==> config.mk <==
export PLATFORM = sky130hd
export DESIGN_NAME = xor_parity_sched_flat
export DESIGN_NICKNAME = d
export VERILOG_FILES = /design/src/rtl/xor_parity_sched_pkg.sv /design/src/rtl/xor_parity_sched_if.sv /design/src/rtl/xor2.sv /design/src/rtl/xor_parity_sched.sv /design/src/flat_wrapper.sv
export SDC_FILE = /design/constraint.sdc
export NUM_CORES = 1
export LEC_CHECK = 0
export ABC_CLOCK_PERIOD_IN_PS = 1250
export CORE_AREA = 2 2 49 51
export DETAILED_ROUTE_END_ITERATION = 7
export DIE_AREA = 0 0 51 53
export GPL_TIMING_DRIVEN = 0
export PLACE_DENSITY = 0.74
export SYNTH_ARGS = -nofsm -noshare
export SYNTH_HDL_FRONTEND = slang
export SYNTH_SLANG_ARGS = --single-unit
==> constraint.sdc <==
create_clock -name clk -period 1.25 [get_ports clk]
set_input_delay 0.375 -clock clk [delete_from_list [all_inputs] [get_ports clk]]
set_output_delay 0.375 -clock clk [all_outputs]
set_load 0.05 [all_outputs]
==> src/rtl/xor_parity_sched_pkg.sv <==
// Shared encodings for the serial XOR parity scheduler.
// Holds the FSM state type and the requester ID constants.
package xor_sched_pkg;

  typedef enum logic {
    IDLE  = 1'b0,
    SHIFT = 1'b1
  } state_t;

  localparam logic ID_REQ0 = 1'b0;
  localparam logic ID_REQ1 = 1'b1;

endpackage

==> src/rtl/xor_parity_sched_if.sv <==
// Request/grant/result bundle between the two requesters and the scheduler.
// The master side drives requests and words; the slave side is the scheduler.
interface xor_parity_sched_if #(
  parameter int WIDTH = 8
);
  logic             req0;
  logic [WIDTH-1:0] data0;
  logic             req1;
  logic [WIDTH-1:0] data1;
  logic             gnt0;
  logic             gnt1;
  logic             busy;
  logic             done;
  logic             parity;
  logic             done_id;

  modport master (
    output req0, data0, req1, data1,
    input  gnt0, gnt1, busy, done, parity, done_id
  );

  modport slave (
    input  req0, data0, req1, data1,
    output gnt0, gnt1, busy, done, parity, done_id
  );
endinterface

==> src/rtl/xor2.sv <==
// Two-input XOR primitive of the gate-level datapath.
module xor2 (
  input  logic in1,
  input  logic in2,
  output logic out
);
  assign out = in1 ^ in2;
endmodule

==> src/rtl/xor_parity_sched.sv <==
// Round-robin front-end sharing one xor2 between two requesters; computes
// the parity of the granted word serially, one bit per clock.
module xor_parity_sched #(
  parameter int WIDTH = 8,
  parameter bit ODD   = 1'b0
) (
  input  logic             clk,
  input  logic             rst,
  xor_parity_sched_if.slave bus
);
  import xor_sched_pkg::*;

  localparam int CW = (WIDTH > 1) ? $clog2(WIDTH) : 1;
  localparam logic [CW-1:0] CNT_LAST = CW'(WIDTH - 1);

  state_t           state;
  logic [WIDTH-1:0] shreg;
  logic             acc;
  logic             acc_next;
  logic [CW-1:0]    cnt;
  logic             owner;
  logic             last;
  logic             gnt0_q;
  logic             gnt1_q;
  logic             done_q;
  logic             parity_q;
  logic             done_id_q;

  logic             win;
  logic [WIDTH-1:0] win_data;

  // The only XOR in the accumulation path.
  xor2 u_xor2 (
    .in1 (acc),
    .in2 (shreg[0]),
    .out (acc_next)
  );

  // Contention goes to whichever requester was not served last.
  always_comb begin
    win = ID_REQ0;
    if (bus.req0 && bus.req1) win = ~last;
    else if (bus.req1)        win = ID_REQ1;
    win_data = (win == ID_REQ1) ? bus.data1 : bus.data0;
  end

  always_ff @(posedge clk) begin
    if (rst) begin
      state     <= IDLE;
      shreg     <= '0;
      acc       <= 1'b0;
      cnt       <= '0;
      owner     <= ID_REQ0;
      last      <= ID_REQ1;
      gnt0_q    <= 1'b0;
      gnt1_q    <= 1'b0;
      done_q    <= 1'b0;
      parity_q  <= 1'b0;
      done_id_q <= 1'b0;
    end else begin
      gnt0_q <= 1'b0;
      gnt1_q <= 1'b0;
      done_q <= 1'b0;
      unique case (state)
        IDLE: begin
          if (bus.req0 || bus.req1) begin
            shreg  <= win_data;
            acc    <= 1'b0;
            cnt    <= '0;
            owner  <= win;
            gnt0_q <= (win == ID_REQ0);
            gnt1_q <= (win == ID_REQ1);
            state  <= SHIFT;
          end
        end
        SHIFT: begin
          acc   <= acc_next;
          shreg <= shreg >> 1;
          // cnt is cleared on the final edge rather than incremented so it
          // stays within 0..WIDTH-1 for non-power-of-two widths.
          if (cnt == CNT_LAST) begin
            cnt       <= '0;
            done_q    <= 1'b1;
            parity_q  <= acc_next ^ ODD;
            done_id_q <= owner;
            last      <= owner;
            state     <= IDLE;
          end else begin
            cnt <= cnt + CW'(1);
          end
        end
        default: state <= IDLE;
      endcase
    end
  end

  assign bus.gnt0    = gnt0_q;
  assign bus.gnt1    = gnt1_q;
  assign bus.busy    = (state == SHIFT);
  assign bus.done    = done_q;
  assign bus.parity  = parity_q;
  assign bus.done_id = done_id_q;

endmodule

==> src/flat_wrapper.sv <==
// flat-port wrapper written by rule: the top's interface ports become plain ports
module xor_parity_sched_flat import xor_sched_pkg::*;
#(
  parameter int WIDTH = 8,
  parameter bit ODD   = 1'b0
)
  (clk, rst, bus_req0, bus_data0, bus_req1, bus_data1, bus_gnt0, bus_gnt1, bus_busy, bus_done, bus_parity, bus_done_id);
  xor_parity_sched_if #(.WIDTH(WIDTH)) bus_i ();
  input  logic clk;
  input  logic rst;
  input wire logic [$bits(bus_i.req0)-1:0] bus_req0;
  input wire logic [$bits(bus_i.data0)-1:0] bus_data0;
  input wire logic [$bits(bus_i.req1)-1:0] bus_req1;
  input wire logic [$bits(bus_i.data1)-1:0] bus_data1;
  output wire logic [$bits(bus_i.gnt0)-1:0] bus_gnt0;
  output wire logic [$bits(bus_i.gnt1)-1:0] bus_gnt1;
  output wire logic [$bits(bus_i.busy)-1:0] bus_busy;
  output wire logic [$bits(bus_i.done)-1:0] bus_done;
  output wire logic [$bits(bus_i.parity)-1:0] bus_parity;
  output wire logic [$bits(bus_i.done_id)-1:0] bus_done_id;
  assign bus_i.req0 = bus_req0;
  assign bus_i.data0 = bus_data0;
  assign bus_i.req1 = bus_req1;
  assign bus_i.data1 = bus_data1;
  assign bus_gnt0 = bus_i.gnt0;
  assign bus_gnt1 = bus_i.gnt1;
  assign bus_busy = bus_i.busy;
  assign bus_done = bus_i.done;
  assign bus_parity = bus_i.parity;
  assign bus_done_id = bus_i.done_id;
  xor_parity_sched #(.WIDTH(WIDTH), .ODD(ODD)) u_core (.clk(clk), .rst(rst), .bus(bus_i));
endmodule
==> results of run 1 <==
-- path summary, 6_finish.rpt --
kind / cells after the start / start / to / slack, ns
max reg2reg: 5 / u_core.cnt[0] / u_core.last / 0.10
min reg2reg: 2 / u_core.bus.done_id / u_core.bus.done_id / 0.47
max: 1 / u_core.bus.busy / bus_busy / 0.05
min: 2 / u_core.bus.done_id / u_core.bus.done_id / 0.47
-- stage by stage --
step / setup TNS, ns / total power, uW / area (um2) / hold slack [ns] / setup WS (ns)
6_report: 0 / 1210 / 1240 / 0.466 / 0.0457
5_1_grt: 0 / 1270 / 1240 / 0.510 / 0.00317
2_1_floorplan: 0 / 833 / 948 / 0.450 / 0.101
3_5_place_dp: -8.22 / 934 / 1220 / 0.450 / -0.524
3_3_place_gp: -7.88 / 928 / 1220 / 0.443 / -0.505
4_1_cts: 0 / 1220 / 1220 / 0.467 / 0.00822
-- cell type report --
type	count	share of cell area [%]
multi-input combinational	72	39.5
sequential	20	32.5
timing repair buffer	24	18.6
buffer	8	4.54
tap	28	2.83
clock buffer	3	1.82
inverter	1	0.303
-- what timing repair did --
item,CTS,global route
setup endpoints to repair,21,7
resized for setup,36,6
setup buffers,0,0
endpoints found under the hold margin,0,0
-- tightest hold or removal path: stages, from the launching register on --
cell and delay, ns:
dfxtp_1 0.32, nand2_1 0.05, a21oi_1 0.05
-- power by group through the flow --
stage	Combinational, uW	Clock (uW)	Sequential, uW
after CTS	229	302	686
after floorplan	119	0	714
final	229	293	688
after detailed placement	233	0	701
after global routing	250	327	691
after global placement	229	0	699
-- placed cells by master (no fill, tap or decap), types with 2 or more instances in the layout --
master,n
clkbuf_4,5
nor2b_1,2
nor3_1,2
dfxtp_2,2
o22ai_1,7
buf_6,4
nor4b_1,9
mux2i_1,7
clkdlybuf4s50_1,16
a21oi_1,14
nor2_1,8
nand2_1,5
buf_2,3
buf_4,4
o21ai_0,3
dfxtp_1,18
dlygate4sd2_1,2
ha_1,2
a211oi_1,2
-- cell usage after synthesis (all sizes together) --
cell type  count
a211oi         2
a21boi         1
a21oi         14
a22oi          1
and3           1
buf            7
clkbuf         1
dfxtp         20
ha             3
inv            1
mux2i          7
nand2          5
nand2b         1
nand3          1
nand3b         1
nor2           8
nor2b          3
nor3           3
nor4b          9
o21ai          4
o22ai          7
xor2           1
-- per-layer routing --
metal	part of all wire, %	wire length (um)	vias to the layer above	global-route usage, %
met1	44	853	378	20.1
met5	0	0	-	0
met2	48	928	36	27.9
met3	6.1	118	5	2.54
met4	2.1	40	0	9.01
li1	-	-	427	-
-- logic make-up (layout without fill, tap and decap cells) --
group	after synthesis	in the layout
DFF	20	20
AOI/OAI and AO/OA	29	29
and+or+nand+nor	32	32
adders and majority gates	3	3
muxes	7	7
buffers and inverters	9	36
xor gates and xnor gates	1	1
-- sequential cells by signal, summed over array words and instances (netlist names) --
| signal | cells |
|---|---|
| u_core.bus.done_id | 1 |
| u_core.cnt | 3 |
| u_core.bus.gnt0 | 1 |
| u_core.bus.gnt1 | 1 |
| u_core.last | 1 |
| u_core.bus.parity | 1 |
| u_core.shreg | 8 |
| u_core.owner | 1 |
| u_core.bus.done | 1 |
| u_core.acc | 1 |
| u_core.bus.busy | 1 |
==> run metrics, run 1 <==
buffers and inverters on the worst path 1; slowest stage delay, CP 0.37 ns; Comb pwr share 19.0%; # fillers 200; DRC Markers 0; core area 2150 um2; via/cell ratio ~5.4; register area slightly above 400 um2; syn_nets ~120; FMAX 830 MHz; total CTS buffers 3; Adder-Cell Fraction of Synth Area between 3 and 4%; Die Y 53 um; Yosys top cell area share 42.3%; Nets 153; Pre-antenna DRT Iters 4; Multi-input gate area ~490 um2; Cell variety after synth 27; Initial DRC Count 25; Synth-to-Final Area Change 30.9%; CTS tree done; Non-Filler Instances ~160; status completed; largest cells by area after synthesis dfxtp_1 42%, nor4b_1 8.3%, a21oi_1 7.4%; portion of netlist area occupied by mux cells between 7 and 8%; Sw Ratio 25.6%; clock root cell clkbuf_4; Post-Synthesis Cell Area approximately 950 um2; Clock Sinks 20; Worst VDD drop roughly 0.63 mV; crit path cell chain buf_6; number of max-cap violations 0; Final Util around 58%; vias around 850; Syn Area/Cell around 9.4 um2; layout cells sized above 1 between 15 and 20%; post-synthesis sequential area ratio a little over two fifths; final WL a little under 2000 um; endpoints failing setup 0; largest net degree at the start of global routing 11; Chip Width 51 um; DIE AREA between 2000 and 3000 um2; Int Power ~900 uW; critical path arrival between 0.8 and 0.9 ns; Yosys reg bits 20; Setup crit end kind primary output; Initial Util ~44%; NetSw just over 300 uW; final slew viol count 0; Clock Latency Late Sink 0.29 ns; Final min period approximately 1.2 ns; PD cells 976 nW/um2; Cells after Synth 101; Yosys Warn Count 0; number of diodes 0; antenna viol nets, final 0; GRT Overall Usage ~17%; Seq pwr share 56.8%; initial antenna violation count 0; wire length per cell 12.4 um; Relative slew margins 72.7%; Worst Path Max Fanout 4; Post-Synth XOR/XNOR Area less than 1%; Clock power frac about a quarter; hpwl dp approximately 1500 um; Worst Path Required 0.88 ns; unrepaired setup endpoints after global routing no; CTS clk-pin slew, worst paths approximately 0.1 ns; Final period util 96.3%; hold_buf cts 0; Ports 26; first-pass GRT wire length about 3300 um; final RePlAce weighted congestion ~0.75; Buffers on Ports 24; largest family of logic cells by synthesized area simple AND/OR/NAND/NOR gates; final hold vios 0; CP Launch Type flip-flop; family with the most delay on the worst path flip-flops; worst slew pin tran a little over 0.4 ns; slowest CP cell dfxtp_2; vias in the first global route just under 800; worst min path class reg2reg; post-synthesis cell type with the largest combined area dfxtp_1; dpl cells 153; leakage about 0.00047 uW; htree depth 1; Synth Area in Simple Gates about a fifth; Congestion Overflow GR 0; CP Class reg2out; std cell rows 17; compound-gate portion of the synthesized area ~18%; Clock Path Buffers 2; final clock skew just over 0.002 ns
No activity file was read; power rests on OpenSTA's default activity.
==> run 2: changes to the inputs <==
--- a/config.mk
+++ b/config.mk
@@ -6,9 +6,9 @@
 export NUM_CORES = 1
 export LEC_CHECK = 0
 export ABC_CLOCK_PERIOD_IN_PS = 1250
-export CORE_AREA = 2 2 49 51
+export CORE_AREA = 2 2 56 45
 export DETAILED_ROUTE_END_ITERATION = 7
-export DIE_AREA = 0 0 51 53
+export DIE_AREA = 0 0 58 47
 export GPL_TIMING_DRIVEN = 0
 export PLACE_DENSITY = 0.74
 export SYNTH_ARGS = -nofsm -noshare
==> run 2 against run 1 <==
  * Design area up 6.4%
  * Critical path depth unchanged
  * Combinational power up 7%
  * Routed wire length up 8.8%
  * Hold slack better by 0.011 ns
  * Non-clock buffer count up 2
  * Sequential cell count unchanged
  * Setup slack worse by 0.015 ns
==> run metrics, run 2 (synthesized netlist as in run 1, its figures left out) <==
status completed (unchanged); first-pass GRT wire length 3230 um (was 3350 um); total CTS buffers 3 (unchanged); Die Y 47 um (was 53 um); CP Launch Type flip-flop (unchanged); core area 2180 um2 (was 2150 um2); Setup crit end kind primary output (unchanged); Levels on crit path 1 (unchanged); number of diodes 0 (unchanged); Buffers on Ports 24 (unchanged); Relative slew margins 71.3% (was 72.7%); FMAX 820 MHz (was 830 MHz); unrepaired setup endpoints after global routing yes (was no); Synth-to-Final Area Change 39.2% (was 30.9%); Final Util 60.6% (was 57.7%); final clock skew 0.00873 ns (was 0.00204 ns); worst min path class reg2reg (unchanged); r2r setup slk 0.08 ns (was 0.10 ns); CTS clk-pin slew, worst paths 0.12 ns (was 0.10 ns); Crit. Startpoint u_core.bus.busy (unchanged); Reg-to-Reg Start u_core.cnt[0] (unchanged); Worst VDD drop 0.776 mV (was 0.626 mV); Ports 26 (unchanged); dpl cells 150 (was 153); CTS tree done (unchanged); family with the most delay on the worst path flip-flops (unchanged); Reg with most FFs u_core.shreg (unchanged); slowest stage delay, CP 0.38 ns (was 0.37 ns); Nets 155 (was 153); Final period util 97.5% (was 96.3%); crit path cell chain buf_6 (unchanged); Clock Path Buffers 2 (unchanged); Chip Width 58 um (was 51 um); Fin Hold WS 0.477 ns (was 0.466 ns); final RePlAce weighted congestion 0.744 (was 0.754); worst slew pin tran 0.431 ns (was 0.407 ns); Worst Path Max Fanout 4 (unchanged); buffers and inverters on the worst path 1 (unchanged); slowest CP cell dfxtp_2 (unchanged); PD cells 1100 nW/um2 (was 976 nW/um2); final WL 2110 um (was 1940 um); number of max-cap violations 0 (unchanged); number of flip-flops in the largest register 8 (unchanged); CP Class reg2out (unchanged); Congestion Overflow GR 0 (unchanged); vias in the first global route 708 (was 790); largest net degree at the start of global routing 13 (was 11); hold_buf cts 0 (unchanged); commonest non-fill, non-tap cell in the layout dfxtp_1 (unchanged); leakage 0.000503 uW (was 0.000471 uW); Worst Setup EP bus_busy (unchanged); Initial Util 43.5% (was 44.1%); Clock Latency Late Sink 0.30 ns (was 0.29 ns); std cell rows 15 (was 17); critical path arrival 0.84 ns (was 0.83 ns); wire length per cell 13.5 um (was 12.4 um); Final min period 1.22 ns (was 1.20 ns); Clock Sinks 20 (unchanged); most frequent cells in the layout 18 x dfxtp_1, 16 x clkdlybuf4s50_1, 13 x a21oi_1, 8 x nor2_1 (was 18 x dfxtp_1, 16 x clkdlybuf4s50_1, 14 x a21oi_1, 9 x nor4b_1, 8 x nor2_1); final slew viol count 0 (unchanged); GRT Overall Usage 15.8% (was 16.5%); Non-Filler Instances 156 (unchanged); # fillers 189 (was 200); layout cells sized above 1 24.4% (was 18.0%); Pre-antenna DRT Iters 4 (unchanged); top flop regs u_core.shreg x8, u_core.cnt x3 (unchanged); via/cell ratio 5.49 (was 5.42); DIE AREA 2730 um2 (was 2700 um2); register area 403 um2 (unchanged); reg2reg end u_core.last (unchanged); Initial DRC Count 14 (was 25); DRC Markers 0 (unchanged); antenna viol nets, final 0 (unchanged); vias 856 (was 846); Worst Path Required 0.88 ns (about the same); initial antenna violation count 0 (unchanged); htree depth 1 (unchanged); endpoints failing setup 0 (unchanged); final hold vios 0 (unchanged); Worst R2R Path Depth 5 (unchanged); clock root cell clkbuf_4 (unchanged); hpwl dp 1470 um (was 1500 um); Multi-input gate area 526 um2 (was 489 um2)
run 2: area by class of cell:
type | instances | area share (%)
buffer | 8 | 4.27
clock buffer | 3 | 1.71
clock inverter | 1 | 2.28
inverter | 1 | 0.285
multi-input combinational | 72 | 39.8
sequential | 20 | 30.6
tap | 25 | 2.37
timing repair buffer | 26 | 18.7
run 2: routing by layer:
layer / GRT usage (%) / routed length [um] / vias up
li1: - / - / 431
met2: 27.3 / 985 / 27
met1: 20.2 / 1000 / 396
met3: 4.96 / 110 / 2
met4: 2.79 / 14 / 0
met5: 0 / 0 / -
run 2: power breakdown:
part | leakage, uW | switching (uW) | internal, uW
sequential | 0.000164 | 19.1 | 669
clock | 0.0000279 | 198 | 324
combinational | 0.000311 | 120 | 126
total | 0.000503 | 337 | 1120
run 2: repair_timing:
item	CTS	global route
pin swaps	0	1
endpoints found under the setup margin	19	13
gates cloned	1	0
buffers inserted	1	0
endpoints found under the hold margin	0	0
resized for setup	39	14
run 2: how the worst min path moves through the flow:
stage                            start                  to  slack, ns  cells past startpoint
finish              u_core.bus.done_id  u_core.bus.done_id       0.48                      2
global route        u_core.bus.done_id  u_core.bus.done_id       0.49                      2
CTS                 u_core.bus.done_id  u_core.bus.done_id       0.47                      2
detailed placement  u_core.bus.done_id  u_core.bus.done_id       0.45                      2
global placement    u_core.bus.done_id  u_core.bus.done_id       0.44                      2
floorplan                 u_core.owner        u_core.owner       0.45                      2
run 2: metrics by stage:
| stage | area, um2 | TNS (ns) | power, uW | worst slack, ns |
|---|---|---|---|---|
| after floorplan | 948 | 0 | 833 | 0.101 |
| after global placement | 1220 | -7.72 | 929 | -0.491 |
| after detailed placement | 1220 | -8.03 | 935 | -0.518 |
| after CTS | 1270 | 0 | 1450 | 0.00215 |
| after global routing | 1320 | -0.0152 | 1510 | -0.0152 |
| final | 1320 | 0 | 1460 | 0.0310 |
run 2: tightest hold or removal path, stage by stage (launching register included):
cell and delay [ns]:
dfxtp_1 0.34, nand2_1 0.05, a21oi_1 0.05
==> run 3: changes to the inputs <==
--- a/config.mk
+++ b/config.mk
@@ -6,9 +6,9 @@
 export NUM_CORES = 1
 export LEC_CHECK = 0
 export ABC_CLOCK_PERIOD_IN_PS = 1250
-export CORE_AREA = 2 2 56 45
+export CORE_AREA = 2 2 49 51
 export DETAILED_ROUTE_END_ITERATION = 7
-export DIE_AREA = 0 0 58 47
+export DIE_AREA = 0 0 51 53
 export GPL_TIMING_DRIVEN = 0
 export PLACE_DENSITY = 0.74
 export SYNTH_ARGS = -nofsm -noshare
==> results of run 3 <==
No change in the layout: final DEF, timing and power equal those of run 1.
